### src/rtl/conv_param_pkg.sv
// Shared types and helpers for the convolution parameter loader.
package conv_param_pkg;

    typedef enum logic [2:0] {
        ST_IDLE    = 3'd0,
        ST_LOAD_WM = 3'd1,
        ST_LOAD_BM = 3'd2,
        ST_FLUSH   = 3'd3,
        ST_DONE    = 3'd4
    } state_t;

    // Number of host beats making up one complete parameter load.
    function automatic int unsigned total_beats(input int unsigned units,
                                                input int unsigned words,
                                                input int unsigned filters);
        return units * words + filters;
    endfunction

    // Counter width for a given modulus, never narrower than one bit.
    function automatic int unsigned cnt_width(input int unsigned modulus);
        return (modulus > 1) ? $clog2(modulus) : 1;
    endfunction

endpackage

### src/rtl/param_addr_counter.sv
// Wrapping up-counter with enable, synchronous clear and terminal-count flag.
module param_addr_counter #(
    parameter int MODULUS = 2,
    parameter int WIDTH   = 1
) (
    input  logic             i_clk,
    input  logic             i_reset,
    input  logic             i_clr,
    input  logic             i_en,
    output logic [WIDTH-1:0] o_count,
    output logic             o_tc
);

    localparam logic [WIDTH-1:0] LAST = WIDTH'(MODULUS - 1);

    logic [WIDTH-1:0] r_count;

    assign o_tc    = (r_count == LAST);
    assign o_count = r_count;

    // Advance on enable, wrapping to zero after the terminal count.
    always_ff @(posedge i_clk) begin
        if (i_reset || i_clr) begin
            r_count <= '0;
        end else if (i_en) begin
            r_count <= o_tc ? '0 : r_count + WIDTH'(1);
        end
    end

endmodule

### src/rtl/conv_param_loader.sv
// Streams host words into the conv layer's weight and bias memories and
// holds back the upstream start pulse until the full parameter set is in.
//
// state      | meaning
// IDLE       | no parameters loaded yet
// LOAD_WM    | accepting weight words, unit by unit
// LOAD_BM    | accepting bias words
// FLUSH      | last bias write is on the strobe outputs
// DONE       | parameters committed, start pulses pass through
module conv_param_loader
    import conv_param_pkg::*;
#(
    parameter int DATA_WIDTH        = 32,
    parameter int ADDRESS_BITS      = 15,
    parameter int KERNAL_SIZE       = 5,
    parameter int NUMBER_OF_FILTERS = 6,
    parameter int NUMBER_OF_UNITS   = 3,
    parameter int WM_WORDS          = KERNAL_SIZE * KERNAL_SIZE * NUMBER_OF_FILTERS
) (
    input  logic                       i_clk,
    input  logic                       i_reset,
    input  logic                       i_cfg_start,
    input  logic                       i_host_valid,
    input  logic [DATA_WIDTH-1:0]      i_host_data,
    output logic                       o_host_ready,
    input  logic                       i_start_in,
    input  logic                       i_conv_ready,
    output logic [DATA_WIDTH-1:0]      o_riscv_data,
    output logic [ADDRESS_BITS-1:0]    o_riscv_address,
    output logic [NUMBER_OF_UNITS-1:0] o_wm_enable_write,
    output logic                       o_bm_enable_write,
    output logic                       o_start_from_previous,
    output logic                       o_params_ready
);

    localparam int W_BITS = cnt_width(WM_WORDS);
    localparam int U_BITS = cnt_width(NUMBER_OF_UNITS);
    localparam int B_BITS = cnt_width(NUMBER_OF_FILTERS);

    state_t                     r_state;
    state_t                     w_state_next;
    logic                       r_pending;
    logic [DATA_WIDTH-1:0]      r_data;
    logic [ADDRESS_BITS-1:0]    r_addr;
    logic [NUMBER_OF_UNITS-1:0] r_wm_we;
    logic                       r_bm_we;

    logic                       w_in_wm;
    logic                       w_in_bm;
    logic                       w_accept;
    logic                       w_clr;
    logic                       w_word_en;
    logic                       w_unit_en;
    logic                       w_bias_en;
    logic [W_BITS-1:0]          w_word;
    logic                       w_word_tc;
    logic [U_BITS-1:0]          w_unit;
    logic                       w_unit_tc;
    logic [B_BITS-1:0]          w_bias;
    logic                       w_bias_tc;
    logic [NUMBER_OF_UNITS-1:0] w_unit_onehot;

    assign w_in_wm   = (r_state == ST_LOAD_WM);
    assign w_in_bm   = (r_state == ST_LOAD_BM);
    assign w_accept  = i_host_valid && (w_in_wm || w_in_bm);
    // Counters normally wrap back to zero on their own; clearing outside the
    // load states guarantees a reload always starts at unit 0, word 0.
    assign w_clr     = (r_state == ST_IDLE) || (r_state == ST_DONE);
    assign w_word_en = w_accept && w_in_wm;
    assign w_unit_en = w_word_en && w_word_tc;
    assign w_bias_en = w_accept && w_in_bm;

    assign w_unit_onehot = NUMBER_OF_UNITS'(1) << w_unit;

    param_addr_counter #(.MODULUS(WM_WORDS), .WIDTH(W_BITS)) u_word_cnt (
        .i_clk   (i_clk),
        .i_reset (i_reset),
        .i_clr   (w_clr),
        .i_en    (w_word_en),
        .o_count (w_word),
        .o_tc    (w_word_tc)
    );

    param_addr_counter #(.MODULUS(NUMBER_OF_UNITS), .WIDTH(U_BITS)) u_unit_cnt (
        .i_clk   (i_clk),
        .i_reset (i_reset),
        .i_clr   (w_clr),
        .i_en    (w_unit_en),
        .o_count (w_unit),
        .o_tc    (w_unit_tc)
    );

    param_addr_counter #(.MODULUS(NUMBER_OF_FILTERS), .WIDTH(B_BITS)) u_bias_cnt (
        .i_clk   (i_clk),
        .i_reset (i_reset),
        .i_clr   (w_clr),
        .i_en    (w_bias_en),
        .o_count (w_bias),
        .o_tc    (w_bias_tc)
    );

    // State register.
    always_ff @(posedge i_clk) begin
        if (i_reset) begin
            r_state <= ST_IDLE;
        end else begin
            r_state <= w_state_next;
        end
    end

    // Next-state decode plus the state-derived handshake and start outputs.
    always_comb begin
        w_state_next          = r_state;
        o_host_ready          = 1'b0;
        o_params_ready        = 1'b0;
        o_start_from_previous = 1'b0;
        case (r_state)
            ST_IDLE: begin
                if (i_cfg_start) begin
                    w_state_next = ST_LOAD_WM;
                end
            end
            ST_LOAD_WM: begin
                o_host_ready = 1'b1;
                if (w_unit_en && w_unit_tc) begin
                    w_state_next = ST_LOAD_BM;
                end
            end
            ST_LOAD_BM: begin
                o_host_ready = 1'b1;
                if (w_bias_en && w_bias_tc) begin
                    w_state_next = ST_FLUSH;
                end
            end
            ST_FLUSH: begin
                w_state_next = ST_DONE;
            end
            ST_DONE: begin
                o_params_ready        = 1'b1;
                o_start_from_previous = i_start_in || r_pending;
                if (i_cfg_start && i_conv_ready) begin
                    w_state_next = ST_LOAD_WM;
                end
            end
            default: begin
                w_state_next = ST_IDLE;
            end
        endcase
    end

    // Remember an early start; it is released (and dropped) in DONE.
    always_ff @(posedge i_clk) begin
        if (i_reset) begin
            r_pending <= 1'b0;
        end else if (r_state == ST_DONE) begin
            r_pending <= 1'b0;
        end else if (i_start_in) begin
            r_pending <= 1'b1;
        end
    end

    // Registered write port: strobes pulse per beat, data/address hold otherwise.
    always_ff @(posedge i_clk) begin
        if (i_reset) begin
            r_wm_we <= '0;
            r_bm_we <= 1'b0;
            r_data  <= '0;
            r_addr  <= '0;
        end else begin
            r_wm_we <= w_word_en ? w_unit_onehot : '0;
            r_bm_we <= w_bias_en;
            if (w_accept) begin
                r_data <= i_host_data;
                r_addr <= w_in_wm ? ADDRESS_BITS'(w_word) : ADDRESS_BITS'(w_bias);
            end
        end
    end

    assign o_riscv_data      = r_data;
    assign o_riscv_address   = r_addr;
    assign o_wm_enable_write = r_wm_we;
    assign o_bm_enable_write = r_bm_we;

endmodule

### config.mk
export PLATFORM = sky130hd
export DESIGN_NAME = conv_param_loader
export DESIGN_NICKNAME = d
export VERILOG_FILES = /design/src/rtl/conv_param_pkg.sv /design/src/rtl/param_addr_counter.sv /design/src/rtl/conv_param_loader.sv
export SDC_FILE = /design/constraint.sdc
export NUM_CORES = 1
export LEC_CHECK = 0
export ABC_AREA = 1
export BUFFER_PORTS_ARGS = -buffer_cell sky130_fd_sc_hd__clkbuf_2
export CORE_AREA = 2 2 73 89
export DETAILED_ROUTE_END_ITERATION = 10
export DIE_AREA = 0 0 75 91
export GPL_TIMING_DRIVEN = 0
export MAX_ROUTING_LAYER = met4
export PLACE_DENSITY = 0.7
export REMOVE_ABC_BUFFERS = 1
export SYNTH_ARGS = -nofsm -noshare
export SYNTH_HDL_FRONTEND = slang
export SYNTH_HIERARCHICAL = 1
export SYNTH_SLANG_ARGS = --single-unit
export TNS_END_PERCENT = 5
### constraint.sdc
create_clock -name i_clk -period 3.9 [get_ports i_clk]
set_clock_uncertainty 0.2 [all_clocks]
set_input_delay 0.585 -clock i_clk [delete_from_list [all_inputs] [get_ports i_clk]]
set_output_delay 0.585 -clock i_clk [all_outputs]
set_load 0.05 [all_outputs]
# Word level (Yosys, flattened, before mapping)
# Index checks and enable logic that the tools add are counted.
# Widths: inputs -> output; s select.
[totals] register_bits=68 latch_bits=0 mem_bits_rw=0 romBits=0 output_inout_bits=54 memories=0
[classes] add_sub_neg=3 multipliers=0 n_div=0 order_cmp=0 n_eq_ne=11 shift=1 mux=12 bitwise_logic=1 n_reduce_logical=16
[ops] cell="$mux 8" n=2
[ops] cell="$mux 3" n=5
[ops] cell="$pmux 3 s5" n=1
[ops] cell="$add 8x1->8 const B" n=1
[ops] cell="$eq 8x8->1 const B" n=1
[ops] cell="$logic_and 1x1->1" n=7
[ops] cell="$eq 3x2->1 const B" n=2
[ops] cell="$eq 3x3->1 const B" n=2
[ops] cell="$reduce_or 2->1" n=3
[ops] cell="$logic_or 1x1->1" n=4
[ops] cell="$ne 2x1->1 const B" n=2
[ops] cell="$ne 2x2->1 const B" n=2
[ops] cell="$reduce_and 4->1" n=1
[ops] cell="$add 3x1->3 const B" n=1
[ops] cell="$eq 3x1->1 const B" n=1
[ops] cell="$logic_not 3->1" n=1
[ops] cell="$mux 1" n=3
[ops] cell="$shl 1x2->3 const A" n=1
[ops] cell="$add 2x1->2 const B" n=1
[ops] cell="$eq 2x2->1 const B" n=1
[ops] cell="$mux 2" n=1
[ops] cell="$not 1->1" n=1

# Longest topological paths before layout
# Gate-level depths: netlist of the first run.
[logic_depth] depth_word=8 depth_mapped=11 ltp_nobuf=10

# Modules after synthesis
# The synthesis of the first run kept the hierarchy.
[modules_own_cells] module="conv_param_loader" n_inst=1 cells_per_inst=242 area_per_inst_um2=1911.8 seq_area_each_um2=960.9
[modules_own_cells] module="param_addr_counter at u_word_cnt" n_inst=1 cells_per_inst=68 area_per_inst_um2=473.0 seq_area_each_um2=160.2
[modules_own_cells] module="param_addr_counter at u_bias_cnt" n_inst=1 cells_per_inst=21 area_per_inst_um2=135.1 seq_area_each_um2=60.1
[modules_own_cells] module="param_addr_counter at u_unit_cnt" n_inst=1 cells_per_inst=13 area_per_inst_um2=86.3 seq_area_each_um2=40.0

# Least setup slack after synthesis of the first run
# OpenSTA, ideal clock, no wires.
[synth_path] path_type="reg2out" startpoint="register r_state[1]" endpoint="output port o_start_from_previous" arrival_ps=1378 setup_slack_ps=1737 stages_incl_launch_ff=4 path_cell_list="dfxtp_1 > nor2_1 > nand2_1 > nor2_1"
[synth_between] elab_chain_len=2
[synth_lines] item="start: declaration" line_no="conv_param_loader.sv:40" rtl="state_t r_state;"
[synth_lines] item="start signal: assignment" line_no="conv_param_loader.sv:107" rtl="r_state <= w_state_next;"
[synth_lines] item="$eq 3x3->1" line_no="conv_param_loader.sv:117" rtl="case (r_state)"
[synth_lines] item="$mux 1" line_no="conv_param_loader.sv:117"
[synth_lines] item="end: declaration" line_no="conv_param_loader.sv:32" rtl="output logic o_start_from_previous,"
# No other way between the ends.

# Worst setup path in the final report of the first run
[layout_path] startpoint="register r_state[1]" endpoint="output port o_params_ready"
[layout_between] elab_chain_len=2
[layout_lines] item="$eq 3x3->1" line_no="conv_param_loader.sv:117"
[layout_lines] item="$mux 1" line_no="conv_param_loader.sv:117"
[layout_lines] item="end: declaration" line_no="conv_param_loader.sv:33" rtl="output logic o_params_ready"
# No other way between the ends.

==> impl_metrics.json, run 1 <==
{
  "status": "completed",
  "avgSynthCellArea_um2": 7.58,
  "hold_viol_final": 0,
  "core_um2": 5930,
  "setup_viol": 0,
  "critPathLaunchType": "register",
  "area_growth_pct": 23.5,
  "cp-end-kind": "primary output",
  "grt_antenna_before_repair": 0,
  "fp.dieH_um": 91,
  "avgRoutedWirePerCell_um": 10.8,
  "slowest_stage": "dfxtp_1",
  "initial_core_util_pct": 43.9,
  "hold_slack_ns": 0.264,
  "nNetsFinal": 465,
  "postLayoutCoreUtil_pct": 54.2,
  "mostFrequentLayoutCells": "nor2_1, clkbuf_2, dfxtp_1",
  "rsz0062_at_grt": "false",
  "vias_per_cell": 4.54,
  "drc": 0,
  "root_buffer": "clkbuf_8",
  "post-route-min-period_ns": 2.35,
  "mostFrequentLayoutCell": "nor2_1",
  "crit_fanout": 6,
  "synth_area_leaders": "dfxtp_1, nor2_1, nand2_1, o21ai_0, nand3_1",
  "slew_viol_final": 0,
  "routabilityCongestion": 0.786,
  "yosysWarningCount": 6,
  "tightest_slew_ns": 1.18,
  "powerDensity_nw_per_um2": 746,
  "fillers": 578,
  "cts_tree": "built",
  "critPathMaxStageDelay_ns": 0.36,
  "ir_drop_mv": 0.296,
  "synth-seq-area-share_pct": 46.9,
  "ios": 92,
  "grt_max_degree": 48,
  "r2r_setup_slack_ns": 1.83,
  "fin_crit_sh_pct": 60.2,
  "clk_latency_ns": 0.34,
  "post_cts_buffers": 0,
  "rows": 31,
  "drt_pass1_iterations": 4,
  "synth_area_leader_cell": "dfxtp_1",
  "gr-usage-all-layers_pct": 16.7,
  "min_path_type": "register to register",
  "critPathTopFamily": "simple AND/OR/NAND/NOR gates",
  "num_vias": 2326,
  "die_w_um": 75,
  "antenna_left": 0,
  "grt_pass1_vias": 2020,
  "slew_headroom_pct": 21.5,
  "syn_area_um2": 2610,
  "h-tree-depth": 3,
  "maxCapViolations": 0,
  "grt_pass1_wl_mm": 8.53,
  "fmax_ghz": 0.426,
  "p_leak_nw": 1.46,
  "gr-total-overflow": 0,
  "clk_pin_slew_ns": 0.06,
  "cts_buffers": 9,
  "port_buffers": 84,
  "drive_gt1_share_pct": 27.0,
  "synth_top_area_share_pct": 46.9,
  "clockBufferDepth": 2,
  "critical_path.cell_chain": "nor2_1 > nand2_1 > inv_1 > clkbuf_2",
  "cts.sinks": 61,
  "diodes": 0,
  "ys_ff_latch": 61,
  "criticalPathCategory": "register to primary output",
  "dp_hpwl_mm": 3.95,
  "synth_cell_types": 31,
  "first_iter_violations": 104,
  "crit_arrival_ns": 1.56,
  "wl_mm": 5.51,
  "critical_path_buf_inv_count": 2,
  "holdBufCountCts": 0,
  "tns_ns": 0,
  "die_area_um2": 6830,
  "required_ns": 3.12,
  "cts_resized": 0,
  "synthCells": 344
}
-- power by group --
group / internal [mW] / total (mW) / switching [mW]
clock network: 0.424 / 0.670 / 0.245
logic: 0.210 / 0.930 / 0.720
registers: 0.740 / 0.803 / 0.0627
-- cell type report --
| cell class | instances | area [µm²] | share of cell area [%] |
|---|---|---|---|
| inverter | 26 | 108 | 3.34 |
| timing repair buffer | 84 | 420 | 13.1 |
| clock buffer | 10 | 128 | 3.97 |
| clock inverter | 6 | 111 | 3.46 |
| sequential | 61 | 1220 | 37.9 |
| tap | 82 | 103 | 3.19 |
| multi-input combinational | 243 | 1130 | 35.0 |
-- worst min-delay path, delay by kind of cell (launching register included) --
kind,cells,cell delay [ns]
and+or+nand+nor,2,0.11
DFF,1,0.31
-- flip-flops by register name, indices dropped and copies added (netlist names), 2 cells and up --
signal / flops
o_riscv_data: 32
o_riscv_address: 8
u_word_cnt/o_count: 8
o_wm_enable_write: 3
r_state: 3
u_bias_cnt/o_count: 3
u_unit_cnt/o_count: 2
-- logic make-up (layout without fill, tap and decap cells) --
family                     count (synthesis)  count (layout)  synth area share, %
AOI/OAI and AO/OA                         43              43                 8.35
DFF                                       61              61                 46.9
xor gates and xnor gates                   3               3                 1.01
buffers and inverters                     46             126                 10.8
adders and majority gates                  2               2                0.960
muxes                                      1               1                0.384
other                                      1               7                0.144
and+or+nand+nor                          187             187                 31.5
-- Yosys cell counts --
library cell / number
nand4_1: 2
inv_4: 1
o21ai_0: 23
conb_1: 1
xnor2_1: 1
inv_8: 1
buf_8: 3
buf_4: 7
nor4_1: 1
a21oi_1: 6
ha_1: 2
inv_2: 1
o21ai_1: 13
o31ai_1: 1
nand2_1: 49
nand2_2: 2
buf_6: 5
nand3_1: 21
xor2_1: 2
nor3_4: 1
nor2_1: 94
nand2_8: 1
mux2i_1: 1
nand2_4: 2
nor2_2: 6
dfxtp_1: 61
clkbuf_1: 4
inv_1: 23
buf_1: 1
nor2_4: 2
nor3_1: 6
-- per-layer routing --
metal	up-vias	wire [µm]	track usage (%)
met3	10	493	6.88
met4	0	94	7.14
li1	1238	-	-
met2	76	2540	27.0
met5	-	0	-
met1	1002	2390	17.4
-- final timing paths --
kind,from,end,cells after the start
hold / removal,o_riscv_address[5],o_riscv_address[5],2
hold reg to reg,o_riscv_address[5],o_riscv_address[5],2
setup reg to reg,u_word_cnt/o_count[0],u_unit_cnt/o_count[0],8
setup / recovery,r_state[1],o_params_ready,4
-- through the flow --
step | total power, mW | setup slack (ns) | cell area [µm²] | cells
2_1_floorplan | 1.55 | 1.74 | 2460 | 330
3_5_place_dp | 1.75 | 1.52 | 2980 | 496
6_report | 2.40 | 1.55 | 3220 | 512
3_3_place_gp | 1.74 | 1.53 | 2980 | 496
4_1_cts | 2.43 | 1.53 | 3220 | 512
5_1_grt | 2.54 | 1.42 | 3220 | 512
Power figures use the tool's default switching activity.
==> run 2, diff against run 1 <==
CORE_AREA = 2 2 74 90   (was 2 2 73 89)
DIE_AREA = 0 0 76 92   (was 0 0 75 91)
PLACE_DENSITY = 0.72   (was 0.7)
clock period = 2.15 ns   (was 3.9 ns; I/O delays follow)
==> run 2 against run 1 <==
Global-route usage decreased by 0.43 points. Die area up 2.4%. Clock power is 51% higher. Highest routed layer unchanged. Critical path depth rose by 1.
==> impl_metrics.json, run 2 (synthesis gave the netlist of run 1 again) <==
{
  "status": "completed",
  "die_w_um": 76,
  "rows": 32,
  "cts.sinks": 61,
  "switching_share_pct": 44.5,
  "grt_pass1_vias": 2110,
  "slowest_stage": "dfxtp_1",
  "postLayoutCellArea_um2": 3200,
  "dp.cells": 499,
  "intPower_mw": 2.31,
  "powerDensity_nw_per_um2": 1300,
  "critPathMaxStageDelay_ns": 0.39,
  "min_path_type": "input pin to register",
  "wl_mm": 5.38,
  "largest_reg_flops": 32,
  "slew_headroom_pct": 19.7,
  "routabilityCongestion": 0.840,
  "cp-end-kind": "primary output",
  "port_buffers": 84,
  "gr-total-overflow": 0,
  "dpl_cell_area_um2": 2980,
  "post-route-min-period_ns": 2.10,
  "fin_crit_sh_pct": 97.6,
  "first_iter_violations": 73,
  "mostFrequentLayoutCell": "nor2_1",
  "crit_fanout": 6,
  "clk_latency_ns": 0.33,
  "clk_pin_slew_ns": 0.07,
  "rsz0062_at_grt": "true",
  "cts_tree": "built",
  "clockBufferDepth": 2,
  "clkPwrFrac_pct": 24.3,
  "slew_viol_final": 0,
  "maxCapViolations": 0,
  "core_um2": 6210,
  "nNetsFinal": 465,
  "drive_gt1_share_pct": 28.0,
  "area_growth_pct": 22.8,
  "hold_viol_final": 0,
  "grt_pass1_wl_mm": 8.96,
  "ir_drop_mv": 0.498,
  "avgRoutedWirePerCell_um": 10.5,
  "p_comb_share_pct": 40.7,
  "holdBufCountCts": 0,
  "required_ns": 1.63,
  "stdcell_count": 514,
  "mostFrequentLayoutCells": "nor2_1, clkbuf_2, dfxtp_1",
  "h-tree-depth": 3,
  "vias_per_cell": 4.55,
  "critPathLaunchType": "register",
  "grt_antenna_before_repair": 0,
  "gr-usage-all-layers_pct": 16.2,
  "criticalPathCategory": "register to primary output",
  "drc": 0,
  "tightest_slew_ns": 1.20,
  "num_vias": 2341,
  "ios": 92,
  "grt_max_degree": 48,
  "die_area_um2": 6990,
  "crit_arrival_ns": 1.58,
  "critical_path.cell_chain": "inv_2 > nor3_4 > inv_4 > nand2_4 > clkbuf_2",
  "p_leak_nw": 1.45,
  "root_buffer": "clkbuf_8",
  "diodes": 0,
  "cts_buffers": 9,
  "antenna_left": 0,
  "power.switching_mw": 1.85,
  "initial_core_util_pct": 42.0,
  "p_seq_share_pct": 35.0,
  "dp_hpwl_mm": 3.74,
  "fp.dieH_um": 92,
  "drt_pass1_iterations": 4,
  "fmax_ghz": 0.477,
  "setup_viol": 0
}
run 2: path summary, 6_finish.rpt:
kind / startpoint / end / slack, ns / cells past startpoint
worst max-delay path: r_state[0] / o_host_ready / 0.05 / 5
worst min-delay path: i_host_data[9] / o_riscv_data[9] / 0.03 / 3
worst max register to register: r_state[0] / u_word_cnt/o_count[4] / 0.15 / 10
worst min register to register: o_riscv_address[6] / o_riscv_address[6] / 0.27 / 2
run 2: layout make-up:
type                            instances  area, µm²
Inverter                               26        108
Tap cell                               85        106
Fill cell                             608       3010
Clock inverter                          4       47.5
Timing Repair Buffer                   84        420
Clock buffer                           11        151
Multi-Input combinational cell        243       1150
Sequential cell                        61       1220
run 2: what timing repair did:
item                       CTS  global route
setup buffers                0             0
gates resized for setup      0             4
setup endpoints to repair    0             7
run 2: critical path, delay by kind of cell, from the launching register on:
family | cells | cell delay (ns)
buffers and inverters | 3 | 0.48
DFF | 1 | 0.39
and+or+nand+nor | 2 | 0.38
run 2: power by group through the flow:
stage | combinational, mW | sequential (mW) | clock [mW]
6_report | 1.70 | 1.46 | 1.01
5_1_grt | 1.85 | 1.49 | 1.09
3_3_place_gp | 1.68 | 1.47 | 0
3_5_place_dp | 1.70 | 1.48 | 0
4_1_cts | 1.70 | 1.46 | 1.05
2_1_floorplan | 0.674 | 2.13 | 0
run 2: routing by layer:
metal	track usage, %	routed length [µm]
met1	17.5	2400
met2	28.0	2610
met3	5.02	298
met4	6.67	67
met5	-	0
run 2: through the flow:
| step | hold slack, ns | power, mW | worst slack, ns | util [%] | setup TNS [ns] |
|---|---|---|---|---|---|
| 2_1_floorplan | 0.192 | 2.81 | 0.249 | - | 0 |
| 3_3_place_gp | 0.254 | 3.15 | 0.0498 | 48.1 | 0 |
| 3_5_place_dp | 0.264 | 3.18 | 0.0423 | 48.1 | 0 |
| 4_1_cts | 0.0173 | 4.20 | 0.0534 | 51.3 | 0 |
| 5_1_grt | 0.0373 | 4.42 | -0.0943 | 51.6 | -0.148 |
| 6_report | 0.0272 | 4.17 | 0.0519 | 51.6 | 0 |
==> run 3, diff against run 2 <==
CORE_AREA = 2 2 73 89   (was 2 2 74 90)
CTS_BUF_LIST = sky130_fd_sc_hd__clkbuf_4   (was not set)
DIE_AREA = 0 0 75 91   (was 0 0 76 92)
PLACE_DENSITY = 0.7   (was 0.72)
clock period = 2 ns   (was 2.15 ns; I/O delays follow)
==> run 3 against run 2 <==
Hold slack gained 0.025 ns. Combinational power rose by 16%. Sequential cell count is the same. Critical path depth did not move. Clock power rose by 9.9%. Wire length rose by 23%. Sequential share of layout area fell by 4.2 points. Cell count is 7.2% higher. Global-route usage rose by 3.5 points. Utilization is 9.3 points higher. Clock-buffer cell count fell by 1. Largest cell class unchanged.
==> impl_metrics.json, run 3 (synthesis gave the netlist of run 1 again) <==
{
  "status": "completed",
  "die_area_um2": 6830,
  "hold_viol_final": 0,
  "gr-total-overflow": 0,
  "root_buffer": "clkbuf_4",
  "drc": 0,
  "seqCellArea_um2": 1220,
  "slew_headroom_pct": 17.8,
  "drt_pass1_iterations": 4,
  "area_growth_pct": 38.6,
  "criticalPathCategory": "register to primary output",
  "cts_buffers": 9,
  "post-route-min-period_ns": 1.95,
  "rsz0062_at_grt": "true",
  "ir_drop_mv": 0.562,
  "setup_viol": 0,
  "gr-usage-all-layers_pct": 19.7,
  "diodes": 0,
  "use_met3_pct": 5.22,
  "first_iter_violations": 106,
  "slew_viol_final": 0,
  "cts.sinks": 61,
  "clk_latency_ns": 0.40,
  "core_um2": 5930,
  "drive_gt1_share_pct": 27.1,
  "critPathLaunch": "r_state[0]",
  "num_vias": 2516,
  "grt_busiest_layer": "met2",
  "grtUsageMet2_pct": 32.7,
  "clockBufferDepth": 2,
  "ff2ff_path_depth": 7,
  "crit_end": "o_host_ready",
  "crit_arrival_ns": 1.45,
  "required_ns": 1.50,
  "fin_total_pwr_mw": 4.67,
  "wl_mm": 6.63,
  "mostFrequentLayoutCell": "nor2_1",
  "nNetsFinal": 504,
  "tightest_slew_ns": 1.23,
  "crit_fanout": 6,
  "die_w_um": 75,
  "min_path_type": "input pin to register",
  "avgRoutedWirePerCell_um": 12.0,
  "antenna_left": 0,
  "fmax_ghz": 0.514,
  "fillers": 505,
  "stdcell_count": 551,
  "ios": 92,
  "clk_pin_slew_ns": 0.10,
  "p_leak_nw": 1.62,
  "grtUsageMet1_pct": 21.3,
  "r2r_start": "u_word_cnt/o_count[0]",
  "dp_hpwl_mm": 3.95,
  "r2r_setup_slack_ns": 0.15,
  "routabilityCongestion": 0.786,
  "largest_reg_flops": 32,
  "min_path_cells": 4,
  "grt_pass1_wl_mm": 10.2,
  "multiInputGateArea_um2": 1170,
  "initial_core_util_pct": 43.9,
  "grt_antenna_before_repair": 0,
  "port_buffers": 84,
  "dp.cells": 496,
  "r2r-end": "r_state[1]",
  "cts_tree": "built",
  "vias_per_cell": 4.57,
  "critPathLaunchType": "register",
  "mostFrequentLayoutCells": "nor2_1, clkbuf_2, dfxtp_1",
  "h-tree-depth": 3,
  "rows": 31,
  "maxCapViolations": 0,
  "cp-end-kind": "primary output",
  "powerDensity_nw_per_um2": 1290,
  "fin_crit_sh_pct": 97.3,
  "grt_pass1_vias": 2351,
  "grt_max_degree": 48,
  "fp.dieH_um": 91
}
## run 3: cell types whose count changed in the layout (fill, tap and decap cells not counted), sizes merged
cell	before	now
bufinv	1	3
dlygate4sd3	0	38
clkbuf	95	94
buf	0	1
## run 3: worst max-delay path, cell delays in order, from the launching register on
cell,delay [ns]
dfxtp_2,0.39
inv_2,0.08
nor3_4,0.19
inv_4,0.09
nand2_4,0.11
clkbuf_8,0.19
## run 3: worst min-delay path by stage
stage,to,startpoint
2_1_floorplan,r_state[1],i_reset
3_3_place_gp,o_riscv_address[5],o_riscv_address[5]
3_5_place_dp,o_riscv_address[5],o_riscv_address[5]
4_1_cts,u_word_cnt/o_count[5],i_reset
6_report,u_word_cnt/o_count[5],i_reset
5_1_grt,u_word_cnt/o_count[5],i_reset
## run 3: area by class of cell
class	count	share of cell area [%]
clock buffers	10	2.08
clock inverters	6	3.08
inverters	26	2.98
multi-input cells	243	32.3
flip-flops and latches	61	33.9
well taps	82	2.84
repair buffers	123	22.8
## run 3: repair_timing
action                                  in CTS  in global routing
pin swaps                                    1                  1
buffers inserted                             1                  0
endpoints found under the setup margin       7                  9
endpoints found under the hold margin       36                  0
hold buffers                                38                  0
gates resized for setup                      7                  8
## run 3: power by group
group | total (mW) | switching [mW] | internal [mW] | leakage, nW
Clock | 1.11 | 0.461 | 0.647 | 0.0966
Sequential | 1.59 | 0.140 | 1.45 | 0.499
Combinational | 1.97 | 1.47 | 0.506 | 1.02
## run 3: stage by stage
stage          setup slack (ns)  utilization (%)  TNS [ns]  hold slack, ns  instance area (µm²)
6_report                 0.0534             60.8         0          0.0523                 3610
3_3_place_gp            -0.0825             50.2    -0.230           0.255                 2980
5_1_grt                 -0.0343             60.8   -0.0352          0.0663                 3610
4_1_cts                -0.00924             60.2  -0.00924          0.0308                 3570
3_5_place_dp            -0.0995             50.2    -0.658           0.258                 2980
2_1_floorplan             0.122                -         0           0.169                 2460
## run 3: layer usage
layer / up-vias / routed length (µm)
li1: 1313 / -
met1: 1112 / 2830
met2: 77 / 3150
met3: 14 / 509
met4: 0 / 140
met5: - / 0
